## src/rtl/onehot_pkg.sv

```systemverilog
// Shared constants and state encoding for the one-hot decoder/encoder pair.
package onehot_pkg;

  localparam int WIDTH = 16;
  localparam int IDX_W = 4;

  typedef enum logic {
    IDLE  = 1'b0,
    DRAIN = 1'b1
  } state_t;

endpackage

```

## src/rtl/onehot_index_encoder_priority_index.sv

```systemverilog
// Combinational priority pick: highest set bit of vec, reported MSB-first
// (bit WIDTH-1 is index 0), plus any/single set-bit flags.
module priority_index
  import onehot_pkg::*;
#(
  parameter int WIDTH = onehot_pkg::WIDTH,
  parameter int IDX_W = onehot_pkg::IDX_W
) (
  input  logic [WIDTH-1:0] vec,
  output logic [IDX_W-1:0] idx,
  output logic             any_set,
  output logic             single_set
);

  // Ascending scan so the highest set bit overrides lower ones.
  always_comb begin
    idx = '0;
    for (int i = 0; i < WIDTH; i++) begin
      if (vec[i]) idx = IDX_W'(WIDTH - 1 - i);
    end
  end

  // x & (x-1) drops the lowest set bit; zero result means at most one bit.
  always_comb begin
    any_set    = |vec;
    single_set = any_set && ((vec & (vec - 1'b1)) == '0);
  end

endmodule

```

## src/rtl/onehot_index_encoder.sv

```systemverilog
// Captures a request vector and drains it one MSB-first index per handshake.
module onehot_index_encoder
  import onehot_pkg::*;
#(
  parameter int WIDTH = onehot_pkg::WIDTH,
  parameter int IDX_W = onehot_pkg::IDX_W
) (
  input  logic             clk,
  input  logic             rst,
  input  logic             in_valid,
  output logic             in_ready,
  input  logic [WIDTH-1:0] in_vec,
  output logic             out_valid,
  input  logic             out_ready,
  output logic [IDX_W-1:0] out_idx,
  output logic             out_last,
  output logic             zero_err
);

  state_t           state, state_nxt;
  logic [WIDTH-1:0] pending, pending_nxt;
  logic             zero_nxt;
  logic [IDX_W-1:0] pick_idx;
  logic             pick_any, pick_single;
  logic [WIDTH-1:0] clr_mask;

  priority_index #(.WIDTH(WIDTH), .IDX_W(IDX_W)) u_pick (
    .vec        (pending),
    .idx        (pick_idx),
    .any_set    (pick_any),
    .single_set (pick_single)
  );

  // Outputs depend only on registered state; pending is zero in IDLE so
  // out_idx/out_last naturally rest at 0.
  always_comb begin
    in_ready  = (state == IDLE);
    out_valid = (state == DRAIN);
    out_idx   = pick_idx;
    out_last  = (state == DRAIN) && pick_single;
  end

  // One-hot mask of the bit currently being emitted.
  always_comb begin
    clr_mask = {{(WIDTH-1){1'b0}}, 1'b1} << (IDX_W'(WIDTH - 1) - pick_idx);
  end

  // Next-state: capture in IDLE, clear one bit per accepted transfer in DRAIN.
  always_comb begin
    state_nxt   = state;
    pending_nxt = pending;
    zero_nxt    = 1'b0;
    case (state)
      IDLE: begin
        if (in_valid) begin
          if (in_vec != '0) begin
            pending_nxt = in_vec;
            state_nxt   = DRAIN;
          end else begin
            zero_nxt = 1'b1;
          end
        end
      end
      DRAIN: begin
        if (out_ready) begin
          pending_nxt = pending & ~clr_mask;
          if (pick_single || !pick_any) state_nxt = IDLE;
        end
      end
      default: state_nxt = IDLE;
    endcase
  end

  // State registers with asynchronous reset discarding any pending bits.
  always_ff @(posedge clk or posedge rst) begin
    if (rst) begin
      state    <= IDLE;
      pending  <= '0;
      zero_err <= 1'b0;
    end else begin
      state    <= state_nxt;
      pending  <= pending_nxt;
      zero_err <= zero_nxt;
    end
  end

endmodule

```

## config.mk

```make
export PLATFORM = sky130hd
export DESIGN_NAME = onehot_index_encoder
export DESIGN_NICKNAME = d
export VERILOG_FILES = /design/src/rtl/onehot_pkg.sv /design/src/rtl/onehot_index_encoder_priority_index.sv /design/src/rtl/onehot_index_encoder.sv
export SDC_FILE = /design/constraint.sdc
export NUM_CORES = 1
export LEC_CHECK = 0
export ABC_CLOCK_PERIOD_IN_PS = 5250
export BUFFER_PORTS_ARGS = -buffer_cell sky130_fd_sc_hd__buf_2
export CAP_MARGIN = 20
export CORE_ASPECT_RATIO = 0.8
export CORE_UTILIZATION = 40
export CTS_BUF_LIST = sky130_fd_sc_hd__clkbuf_4
export DETAILED_ROUTE_END_ITERATION = 6
export REMOVE_ABC_BUFFERS = 1
export SYNTH_ARGS = -nofsm -noshare
export SYNTH_HDL_FRONTEND = slang
export SYNTH_HIERARCHICAL = 1
export SYNTH_SLANG_ARGS = --single-unit
export TNS_END_PERCENT = 5
```

## constraint.sdc

```tcl
create_clock -name clk -period 5.25 [get_ports clk]
set_input_delay 1.05 -clock clk [delete_from_list [all_inputs] [get_ports clk]]
set_output_delay 1.05 -clock clk [all_outputs]
set_load 0.05 [all_outputs]
```

==> reports/qor.csv <==
metric;value;unit
hold_start;pending[0]$_DFFE_PP0P_;
synth_ff_type;dfrtp_1;
synthTopCellsByArea;dfrtp_1, mux2i_1, o21ai_0;
worstSetupPathType;reg -> out;
routed_wl;3420;um
dieArea;0.00358;mm2
hold_viol;0;
initial_core_util;42.7;%
root_buffer;clkbuf_4;
synth_common_cells;dfrtp_1, o21ai_0, inv_1;
drv_slew;0;
clk_latency;0.30;ns
synth.cell_area;0.00134;mm2
dieHeight;53.7;um
critPathCaptureType;output port;
portBuffers;27;
die_w;66.6;um
io_pins;28;
numClockSinks;18;
initialDrtViolationCount;100;
startpoint_type;register;
hold_ws;0.619;ns
placed_area;0.00151;mm2
critPathRequiredTime;4.20;ns
finalCriticalPeriod;3.68;ns
cts_made_buffers;3;
status;finished, final reports clean;
synth_warnings;6;
p_comb_share;61.9;%
avgSynthCellArea;9.15;um2
drc;0;
clk_path_buf_depth;2;
synth_area_leader_cell;dfrtp_1;
routed_via_density;5.87;
path_clk_slew;0.10;ns
setup_viol;0;
antenna_found_initial;0;
rr_worst_depth;7;
ys_ff_latch;18;
critPathLaunch;pending[3]$_DFFE_PP0P_;
grt_overflow;0;
p_seq_share;30.6;%
grt_pass1_wl;5460;um
synth_edf_count;0;
hold-path-cell-count;2;
crit_path_max_fanout;6;
fp-row-count;18;
arrival;2.63;ns
syn-instance-count;146;
diodes;0;
cts_tree;done;
ir_worst_vdd;0.330;mV
drive_above_1_share;27.4;%
rsz0062_at_grt;false;
syn_to_final_growth;15.1;%
rr_startpoint;pending[13]$_DFFE_PP0P_;
cellInternalPower;0.000437;W
hold_class;reg -> reg;
power.switching;0.000532;W
cts_setup_buffers;0;
p_per_area;630;mW/mm2
vias;1262;
finalNetCount;196;
first_pass_iters;4;
timing.fmax;271;MHz
clkPwrFrac;7.5;%
wl_per_cell;15.9;um
async_flop_share;100;%
yosysSeqAreaShare;33.7;%
yosysMostFrequentCell;dfrtp_1;
skew;0.00285;ns
ys_types;44;
ctsResizeCount;0;
grt_pass1_vias;1087;
cellLeakagePower;0.647;nW
swShare;54.9;%
setup-tns-final;0;ns
max_cap_viol_count;0;
yosysTopAreaCellShare;33.7;%
design_area;0.00154;mm2
worst_pin_slew;0.744;ns
grt_max_degree;19;
layout_worst_path_cycle_share;70.2;%
track_usage;21.2;%
core_area;0.00313;mm2
ctsHoldBuffers;0;
routabilityCongestion;0.870;
htreeDepth;1;
fin_util;49.1;%
dp_hpwl;2630;um
max_slew_margin;50.3;%
drtAntennaViolNets;0;
==> area by class of cell <==
class | count | area, um2
clock buffers | 3 | 22.5
clock inverters | 1 | 3.75
fillers | 315 | 1590
inverters | 15 | 56.3
multi-input cells | 109 | 805
flip-flops and latches | 18 | 450
well taps | 40 | 50.0
repair buffers | 29 | 150
==> final timing paths <==
path / slack (ns) / to
min in group asynchronous: 0.86 / pending[11]$_DFFE_PP0P_
setup reg to reg: 2.77 / pending[6]$_DFFE_PP0P_
hold reg to reg: 0.62 / pending[0]$_DFFE_PP0P_
hold / removal: 0.62 / pending[0]$_DFFE_PP0P_
setup / recovery: 1.57 / out_last
max in group asynchronous: 3.92 / pending[6]$_DFFE_PP0P_
==> metal layers <==
| metal | vias to the layer above | track usage, % | wire length, um |
|---|---|---|---|
| li1 | 599 | - | - |
| met1 | 606 | 31.2 | 1640 |
| met2 | 53 | 32.5 | 1500 |
| met3 | 4 | 2.97 | 246 |
| met4 | 0 | 5.32 | 31 |
| met5 | - | 0 | 0 |
==> state kept, by name, summed over array words and instances (netlist names) <==
name / flops
pending: 16
out_valid: 1
zero_err: 1
==> worst max-delay path, cell delays in order (launching register included) <==
cell,delay [ns]
dfrtp_1,0.44
or4_4,0.59
maj3_2,0.33
nor3_2,0.10
nor2_1,0.06
nor4_2,0.39
and2_1,0.18
buf_2,0.25
==> cells by family after synthesis <==
kind of cell             Yosys count  share of synthesized area (%)
buffers and inverters             19                           6.09
AO/OA/AOI/OAI                     44                           22.1
AND/OR/NAND/NOR                   51                           27.2
flip-flops                        18                           33.7
multiplexers                      13                           10.0
adder cells (fa/ha/maj)            1                          0.843
==> per-stage QoR <==
stage / worst slack (ns) / total power (W) / cells
4_1_cts: 1.58 / 0.000969 / 215
2_1_floorplan: 1.71 / 0.000714 / 142
6_report: 1.57 / 0.000969 / 215
5_1_grt: 1.45 / 0.00104 / 215
3_3_place_gp: 1.95 / 0.000882 / 211
3_5_place_dp: 1.92 / 0.000897 / 211
==> cells in the final DEF (no fill, tap or decap), types with 3 or more instances in the layout <==
cell type  count
a21oi_1        5
buf_2         27
clkbuf_4       3
dfrtp_1       18
inv_1         15
mux2_2         3
mux2i_1       10
nand2_1        8
nand3_1        3
nand3b_1       3
nor2_1        10
nor3_1         3
nor4_4         4
o21ai_0       17
o21ai_1        4
o31a_1         4
or4_1          3
==> power by group through the flow <==
stage               Combinational [W]  Clock [W]  Sequential [W]
finish                       0.000600  0.0000728        0.000297
global route                 0.000652  0.0000815        0.000308
CTS                          0.000601  0.0000738        0.000295
detailed placement           0.000599          0        0.000298
global placement             0.000587          0        0.000295
floorplan                    0.000444          0        0.000271
(Power assumes the default switching activity.)
